==> src/rtl/memctl.sv <==
// Memory bus controller: runs one processor read, write or read-modify-write
// cycle on the memory bus, aborting with a sticky NXM flag on a missing acknowledge.
module memctl #(
    parameter int TIMEOUT  = 1000,
    parameter int WR_SETUP = 4,
    parameter int WRRS_LEN = 2,
    parameter bit FMC_EN   = 1'b1
) (
    input  logic          clk,
    input  logic          reset_n,
    input  logic          rq_rd,
    input  logic          rq_wr,
    input  logic [18:35]  rq_addr,
    input  logic [0:35]   wr_data,
    input  logic          wr_go,
    output logic          busy,
    output logic          rd_valid,
    output logic [0:35]   rd_data,
    output logic          done,
    output logic          nxm,
    output logic          mc_rq_cyc,
    output logic          mc_rd_rq,
    output logic          mc_wr_rq,
    output logic          mc_wr_rs,
    output logic [21:35]  ma,
    output logic [18:21]  sel,
    output logic          fmc_select,
    output logic [0:35]   mb_out,
    input  logic          cmc_addr_ack,
    input  logic          cmc_rd_rs,
    input  logic [0:35]   mb_in
);

    // state    | meaning
    // ---------+----------------------------------------------------------
    // IDLE     | no cycle; waits for rq_rd/rq_wr
    // ADDR     | mc_rq_cyc asserted, waiting for cmc_addr_ack (timed)
    // RDWAIT   | accumulating mb_in, waiting for cmc_rd_rs (timed)
    // RMWHOLD  | read half of RMW done, waiting for wr_go (untimed)
    // WRDATA   | write data set up on mb_out for WR_SETUP cycles
    // WRRS     | mc_wr_rs pulse for WRRS_LEN cycles
    // DONE     | one-cycle done pulse, bus requests dropped
    typedef enum logic [2:0] {
        S_IDLE,
        S_ADDR,
        S_RDWAIT,
        S_RMWHOLD,
        S_WRDATA,
        S_WRRS,
        S_DONE
    } state_t;

    localparam int CNT_MAX = (TIMEOUT > WR_SETUP)
                           ? ((TIMEOUT > WRRS_LEN) ? TIMEOUT : WRRS_LEN)
                           : ((WR_SETUP > WRRS_LEN) ? WR_SETUP : WRRS_LEN);
    localparam int CW = (CNT_MAX > 1) ? $clog2(CNT_MAX) : 1;

    localparam logic [CW-1:0] LD_TIMEOUT = CW'(TIMEOUT - 1);
    localparam logic [CW-1:0] LD_SETUP   = CW'(WR_SETUP - 1);
    localparam logic [CW-1:0] LD_WRRS    = CW'(WRRS_LEN - 1);

    state_t          state, state_nxt;
    logic [CW-1:0]   cnt, cnt_nxt;
    logic [18:35]    addr_q;
    logic            is_rd, is_wr;
    logic [0:35]     wdata_q;
    logic            set_nxm;
    logic            rs_seen;
    logic            start;
    logic            cnt_tc;

    assign start  = (state == S_IDLE) && (rq_rd || rq_wr);
    assign cnt_tc = (cnt == '0);

    // Single down-counter shared by the timeout, setup and restart-width timers;
    // it is reloaded on each entry to a timed state.
    always_comb begin
        state_nxt = state;
        cnt_nxt   = cnt_tc ? cnt : cnt - CW'(1);
        set_nxm   = 1'b0;
        rs_seen   = 1'b0;
        case (state)
            S_IDLE: begin
                if (start) begin
                    state_nxt = S_ADDR;
                    cnt_nxt   = LD_TIMEOUT;
                end
            end
            S_ADDR: begin
                if (cmc_addr_ack) begin
                    if (is_rd) begin
                        state_nxt = S_RDWAIT;
                        cnt_nxt   = LD_TIMEOUT;
                    end else begin
                        state_nxt = S_WRDATA;
                        cnt_nxt   = LD_SETUP;
                    end
                end else if (cnt_tc) begin
                    state_nxt = S_DONE;
                    set_nxm   = 1'b1;
                end
            end
            S_RDWAIT: begin
                if (cmc_rd_rs) begin
                    rs_seen   = 1'b1;
                    state_nxt = is_wr ? S_RMWHOLD : S_DONE;
                end else if (cnt_tc) begin
                    state_nxt = S_DONE;
                    set_nxm   = 1'b1;
                end
            end
            S_RMWHOLD: begin
                if (wr_go) begin
                    state_nxt = S_WRDATA;
                    cnt_nxt   = LD_SETUP;
                end
            end
            S_WRDATA: begin
                if (cnt_tc) begin
                    state_nxt = S_WRRS;
                    cnt_nxt   = LD_WRRS;
                end
            end
            S_WRRS: begin
                if (cnt_tc) begin
                    state_nxt = S_DONE;
                end
            end
            S_DONE: begin
                state_nxt = S_IDLE;
            end
            default: begin
                state_nxt = S_IDLE;
            end
        endcase
    end

    always_ff @(posedge clk or negedge reset_n) begin
        if (!reset_n) begin
            state    <= S_IDLE;
            cnt      <= '0;
            rd_valid <= 1'b0;
        end else begin
            state    <= state_nxt;
            cnt      <= cnt_nxt;
            rd_valid <= rs_seen;
        end
    end

    always_ff @(posedge clk or negedge reset_n) begin
        if (!reset_n) begin
            addr_q  <= '0;
            is_rd   <= 1'b0;
            is_wr   <= 1'b0;
            wdata_q <= '0;
            rd_data <= '0;
            nxm     <= 1'b0;
        end else begin
            if (start) begin
                addr_q  <= rq_addr;
                is_rd   <= rq_rd;
                is_wr   <= rq_wr;
                rd_data <= '0;
                nxm     <= 1'b0;
                if (rq_wr && !rq_rd) begin
                    wdata_q <= wr_data;
                end
            end
            // Memory data is only valid briefly, so every RDWAIT cycle is merged in.
            if (state == S_RDWAIT) begin
                rd_data <= rd_data | mb_in;
            end
            if (set_nxm) begin
                nxm <= 1'b1;
            end
            if ((state == S_RMWHOLD) && wr_go) begin
                wdata_q <= wr_data;
            end
        end
    end

    logic bus_active;
    logic wr_phase;

    assign bus_active = (state == S_ADDR) || (state == S_RDWAIT) || (state == S_RMWHOLD)
                     || (state == S_WRDATA) || (state == S_WRRS);
    assign wr_phase   = (state == S_WRDATA) || (state == S_WRRS);

    assign busy       = (state != S_IDLE);
    assign done       = (state == S_DONE);
    assign mc_rq_cyc  = (state == S_ADDR);
    assign mc_rd_rq   = bus_active && is_rd;
    assign mc_wr_rq   = bus_active && is_wr;
    assign mc_wr_rs   = (state == S_WRRS);
    assign mb_out     = wr_phase ? wdata_q : '0;
    assign ma         = busy ? addr_q[21:35] : '0;
    assign sel        = busy ? addr_q[18:21] : '0;
    assign fmc_select = busy && FMC_EN && (addr_q[18:31] == 14'd0);

endmodule

==> config.mk <==
export PLATFORM = sky130hd
export DESIGN_NAME = memctl
export DESIGN_NICKNAME = d
export VERILOG_FILES = /design/src/rtl/memctl.sv
export SDC_FILE = /design/constraint.sdc
export NUM_CORES = 1
export LEC_CHECK = 0
export BUFFER_PORTS_ARGS = -buffer_cell sky130_fd_sc_hd__buf_2
export CAP_MARGIN = 0
export CELL_PAD_IN_SITES_DETAIL_PLACEMENT = 0
export CELL_PAD_IN_SITES_GLOBAL_PLACEMENT = 1
export CORE_MARGIN = 5
export CORE_UTILIZATION = 40
export DETAILED_ROUTE_END_ITERATION = 10
export PLACE_DENSITY = 0.9
export REMOVE_ABC_BUFFERS = 1
export SLEW_MARGIN = 20
export SYNTH_ARGS = -nofsm -noshare
export SYNTH_HDL_FRONTEND = slang
export SYNTH_SLANG_ARGS = --single-unit
==> constraint.sdc <==
create_clock -name clk -period 4.91 [get_ports clk]
set_input_delay 0.982 -clock clk [delete_from_list [all_inputs] [get_ports clk]]
set_output_delay 0.982 -clock clk [all_outputs]
set_load 0.01 [all_outputs]
==> key figures <==
Global route
  – Vias in the first global route: 3993
  – Wire length of the first global-routing pass: 19600 µm
  – Antenna violations before repair: 0
  – Remaining global-route overflow: 0
  – Total GRT Usage: 0.165
  – Pin count of the biggest net entering global routing: 67

Hold path
  – Hold_sp: wdata_q[6]
  – Worst hold path type: flop to flop
  – Endpoint, Worst Hold: wdata_q[6]
  – Worst hold path stage count: 1

Yosys
  – Register area share after synthesis: 0.534
  – Synthesized area divided by synthesized cell count: 11.7 µm²
  – Synth unique cells: 60
  – Cell Area, Synth: 5010 µm²
  – Post-synth ARST share: 1.00
  – Gate Count Post-Synth: 430
  – Synthesis-stage register bit count: 107
  – Number of enable-type register cells in the synthesized netlist: 0
  – Count of warnings emitted by yosys: 0
  – Dominant register cell in the synthesized netlist: dfrtp_1

Setup path
  – Worst EP required: 3.93 ns
  – Class of the most critical setup path: flop to primary output
  – Critical register-to-register path startpoint: state[1]
  – Kind of start point of the critical path: flop
  – Maximum fanout count along the critical path: 37
  – Crit path max-delay cell type: nor2b_2
  – Capture instance of the worst register-to-register path: addr_q[32]
  – Cell-by-cell listing of the critical path: nor2b_2 -> and2_1 -> buf_2
  – Depth of the worst register-to-register path: 4
  – Flop2flop setup slack: 2.43 ns
  – Max stage delay on crit path: 0.91 ns
  – Type of destination of the critical path: primary output
  – Largest delay contributor family on the critical path: simple AND/OR/NAND/NOR gates
  – Arrival time at the worst endpoint: 2.42 ns
  – Count of buffer and inverter cells on the critical path: 1

Timing
  – Max-slew headroom at the worst pin: 0.348
  – Maximum frequency from static timing analysis: 294 MHz
  – Final Hold Violating Endpoints: 0
  – Max Transition Viols Final: 0
  – Final worst path period share: 0.693
  – Worst-Margin Slew: 0.973 ns
  – Final setup vio count: 0
  – Setup repair after global routing missed its margin: false
  – Final Critical Period: 3.40 ns
  – Final setup TNS: 0 ns
  – Skew final: 0.00803 ns
  – Worst hold margin: 0.478 ns

Power and ir drop
  – Design internal power: 2160 µW
  – Part of the total power dissipated in combinational logic: 0.354
  – Total power of the final layout: 3280 µW
  – Sequential share of power: 0.424
  – Pleak: 0.00329 µW
  – Clock share of power: 0.222
  – Net Switching: 1120 µW
  – Switching share of power: 0.341
  – Power per cell area: 518 nW/µm²
  – Worst IR Drop VDD: 0.289 mV

Die
  – Die ar.: 14900 µm²
  – Boundary pin count: 197
  – Die width: 122 µm
  – Area inside the core boundary: 12200 µm²
  – Overall die height: 122 µm
  – # rows: 40
  – Initial core utilization: 0.412

Status
  – Outcome: completed

Clocking
  – Skew-Pair Late Insertion Delay: 0.35 ns
  – Clock sink total: 107
  – Post-CTS Hold Buffers: 0
  – Clk Tree Root Cell: clkbuf_16
  – Setup bufs post-CTS: 0
  – Number of buffers on the longest clock path: 2
  – Clock input transition at the sequential cells of the worst setup and hold paths: 0.07 ns
  – CTS-repair resized insts: 0
  – Deepest level of the CTS H-tree: 3
  – Clock buffers created by TritonCTS: 9
  – TritonCTS clock tree: yes

Drt
  – First-pass iteration count of the detailed router: 4
  – Detailed-route DRC error count: 0
  – DR vias: 3840
  – Via count normalized by instance count: 4.87
  – Routed wire per std cell: 15.3 µm
  – Drt initial violations: 139
  – Sum of routed wire length over all layers: 12100 µm
  – Antenna viol nets, final: 0

Placed design
  – Count of buffers from port buffering: 196
  – Routability Congestion: 0.836
  – Instance area at placement: 6040 µm²
  – Detailed Place HPWL: 9010 µm

Layout
  – Nets: 714
  – Final antenna diode count: 0
  – Layout area overhead: 26.6%
  – Core Util, Final: 0.522
  – Non-Filler Cell Area, Final: 6340 µm²
  – Share of cells above drive strength 1: 0.418

Flow run
  – Max_cap viols: 0
==> per-stage QoR <==
stage / instances / setup slack (ns)
floorplan: 406 / 2.07
global placement: 772 / 1.96
detailed placement: 772 / 1.83
CTS: 788 / 1.45
global route: 788 / 1.28
finish: 788 / 1.51
==> cells in the final DEF, fill, tap and decap left out, types with 3 or more instances in the layout <==
master     synthesis  final
buf_2              2    195
dfrtp_1          107    107
and2_1            56     56
nor2_1            46     46
a21oi_1           41     41
mux2_1            35     35
mux2_2            20     20
nand2_1           14     14
clkbuf_16          0      9
inv_1              5      5
o21ai_0            5      5
nor4_1             4      4
nor2b_1            5      4
nor3_4             3      3
o31ai_1            3      3
nor3_1             3      3
o32ai_1            3      3
a211oi_1           3      3
o211ai_1           3      3
nand3_1            3      3
buf_4              7      3
==> registers in the layout, summed over array words and instances, names as in the netlist <==
signal    flops
rd_valid      1
is_rd         1
is_wr         1
rd_data      36
addr_q       18
state         3
wdata_q      36
nxm           1
cnt          10
==> Yosys cell counts (2+ instances only) <==
| cell | instances | area share |
|---|---|---|
| dfrtp_1 | 107 | 0.53 |
| and2_1 | 56 | 0.070 |
| nor2_1 | 46 | 0.034 |
| a21oi_1 | 41 | 0.041 |
| mux2_1 | 35 | 0.079 |
| mux2_2 | 20 | 0.045 |
| nand2_1 | 14 | 0.010 |
| buf_6 | 8 | 0.018 |
| buf_4 | 7 | 0.010 |
| clkbuf_1 | 7 | 0.0052 |
| inv_1 | 5 | 0.0037 |
| nor2b_1 | 5 | 0.0062 |
| o21ai_0 | 5 | 0.0050 |
| nor4_1 | 4 | 0.0050 |
| a211oi_1 | 3 | 0.0045 |
| nand3_1 | 3 | 0.0030 |
| nor3_1 | 3 | 0.0030 |
| nor3_4 | 3 | 0.0097 |
| o211ai_1 | 3 | 0.0045 |
| o31ai_1 | 3 | 0.0045 |
| o32ai_1 | 3 | 0.0052 |
| a31oi_1 | 2 | 0.0025 |
| a31oi_4 | 2 | 0.0085 |
| and3_1 | 2 | 0.0025 |
| and4_1 | 2 | 0.0035 |
| buf_2 | 2 | 0.0020 |
| ha_1 | 2 | 0.0050 |
| nor2_8 | 2 | 0.0080 |
| nor3_2 | 2 | 0.0040 |
| o21ai_1 | 2 | 0.0020 |
| o32a_1 | 2 | 0.0040 |
==> routing by layer <==
layer  global-route usage  vias up  wire (µm)
li1                     -     1861          -
met1                0.204     1832       5040
met2                0.279      131       5970
met3               0.0404       16        860
met4               0.0616        0        223
met5                    0        -          0
==> worst max path at each step <==
stage,endpoint,slack [ns],start,cells past startpoint
2_1_floorplan,mb_out[0],2.07,state[2],2
3_3_place_gp,mb_out[7],1.96,state[2],3
3_5_place_dp,mb_out[21],1.83,state[2],3
4_1_cts,mb_out[21],1.45,state[2],3
5_1_grt,mb_out[34],1.28,state[2],3
6_report,mb_out[1],1.51,state[2],3
==> cell families (layout without fill, tap and decap cells) <==
| group | after synthesis | count (layout) | synth area share |
|---|---|---|---|
| AND/OR/NAND/NOR | 159 | 159 | 0.195 |
| flip-flops | 107 | 107 | 0.534 |
| AO/OA/AOI/OAI | 74 | 74 | 0.0974 |
| multiplexers | 55 | 55 | 0.124 |
| buffers and inverters | 31 | 221 | 0.0415 |
| adder cells (fa/ha/maj) | 2 | 2 | 0.00499 |
| XOR/XNOR | 2 | 2 | 0.00350 |
==> cell type report <==
cell class / instances / area (µm²)
clock inverters: 7 / 75.1
flip-flops and latches: 107 / 2680
clock buffers: 9 / 225
fillers: 1104 / 5820
well taps: 168 / 210
inverters: 7 / 28.8
multi-input cells: 292 / 2130
repair buffers: 198 / 998
==> power by group through the flow <==
stage	logic [µW]	registers (µW)	clock network [µW]
floorplan	751	1350	0
detailed placement	1180	1410	0
finish	1160	1390	730
global placement	1150	1390	0
global route	1290	1440	794
CTS	1190	1400	758
No activity file was read; power rests on OpenSTA's default activity.
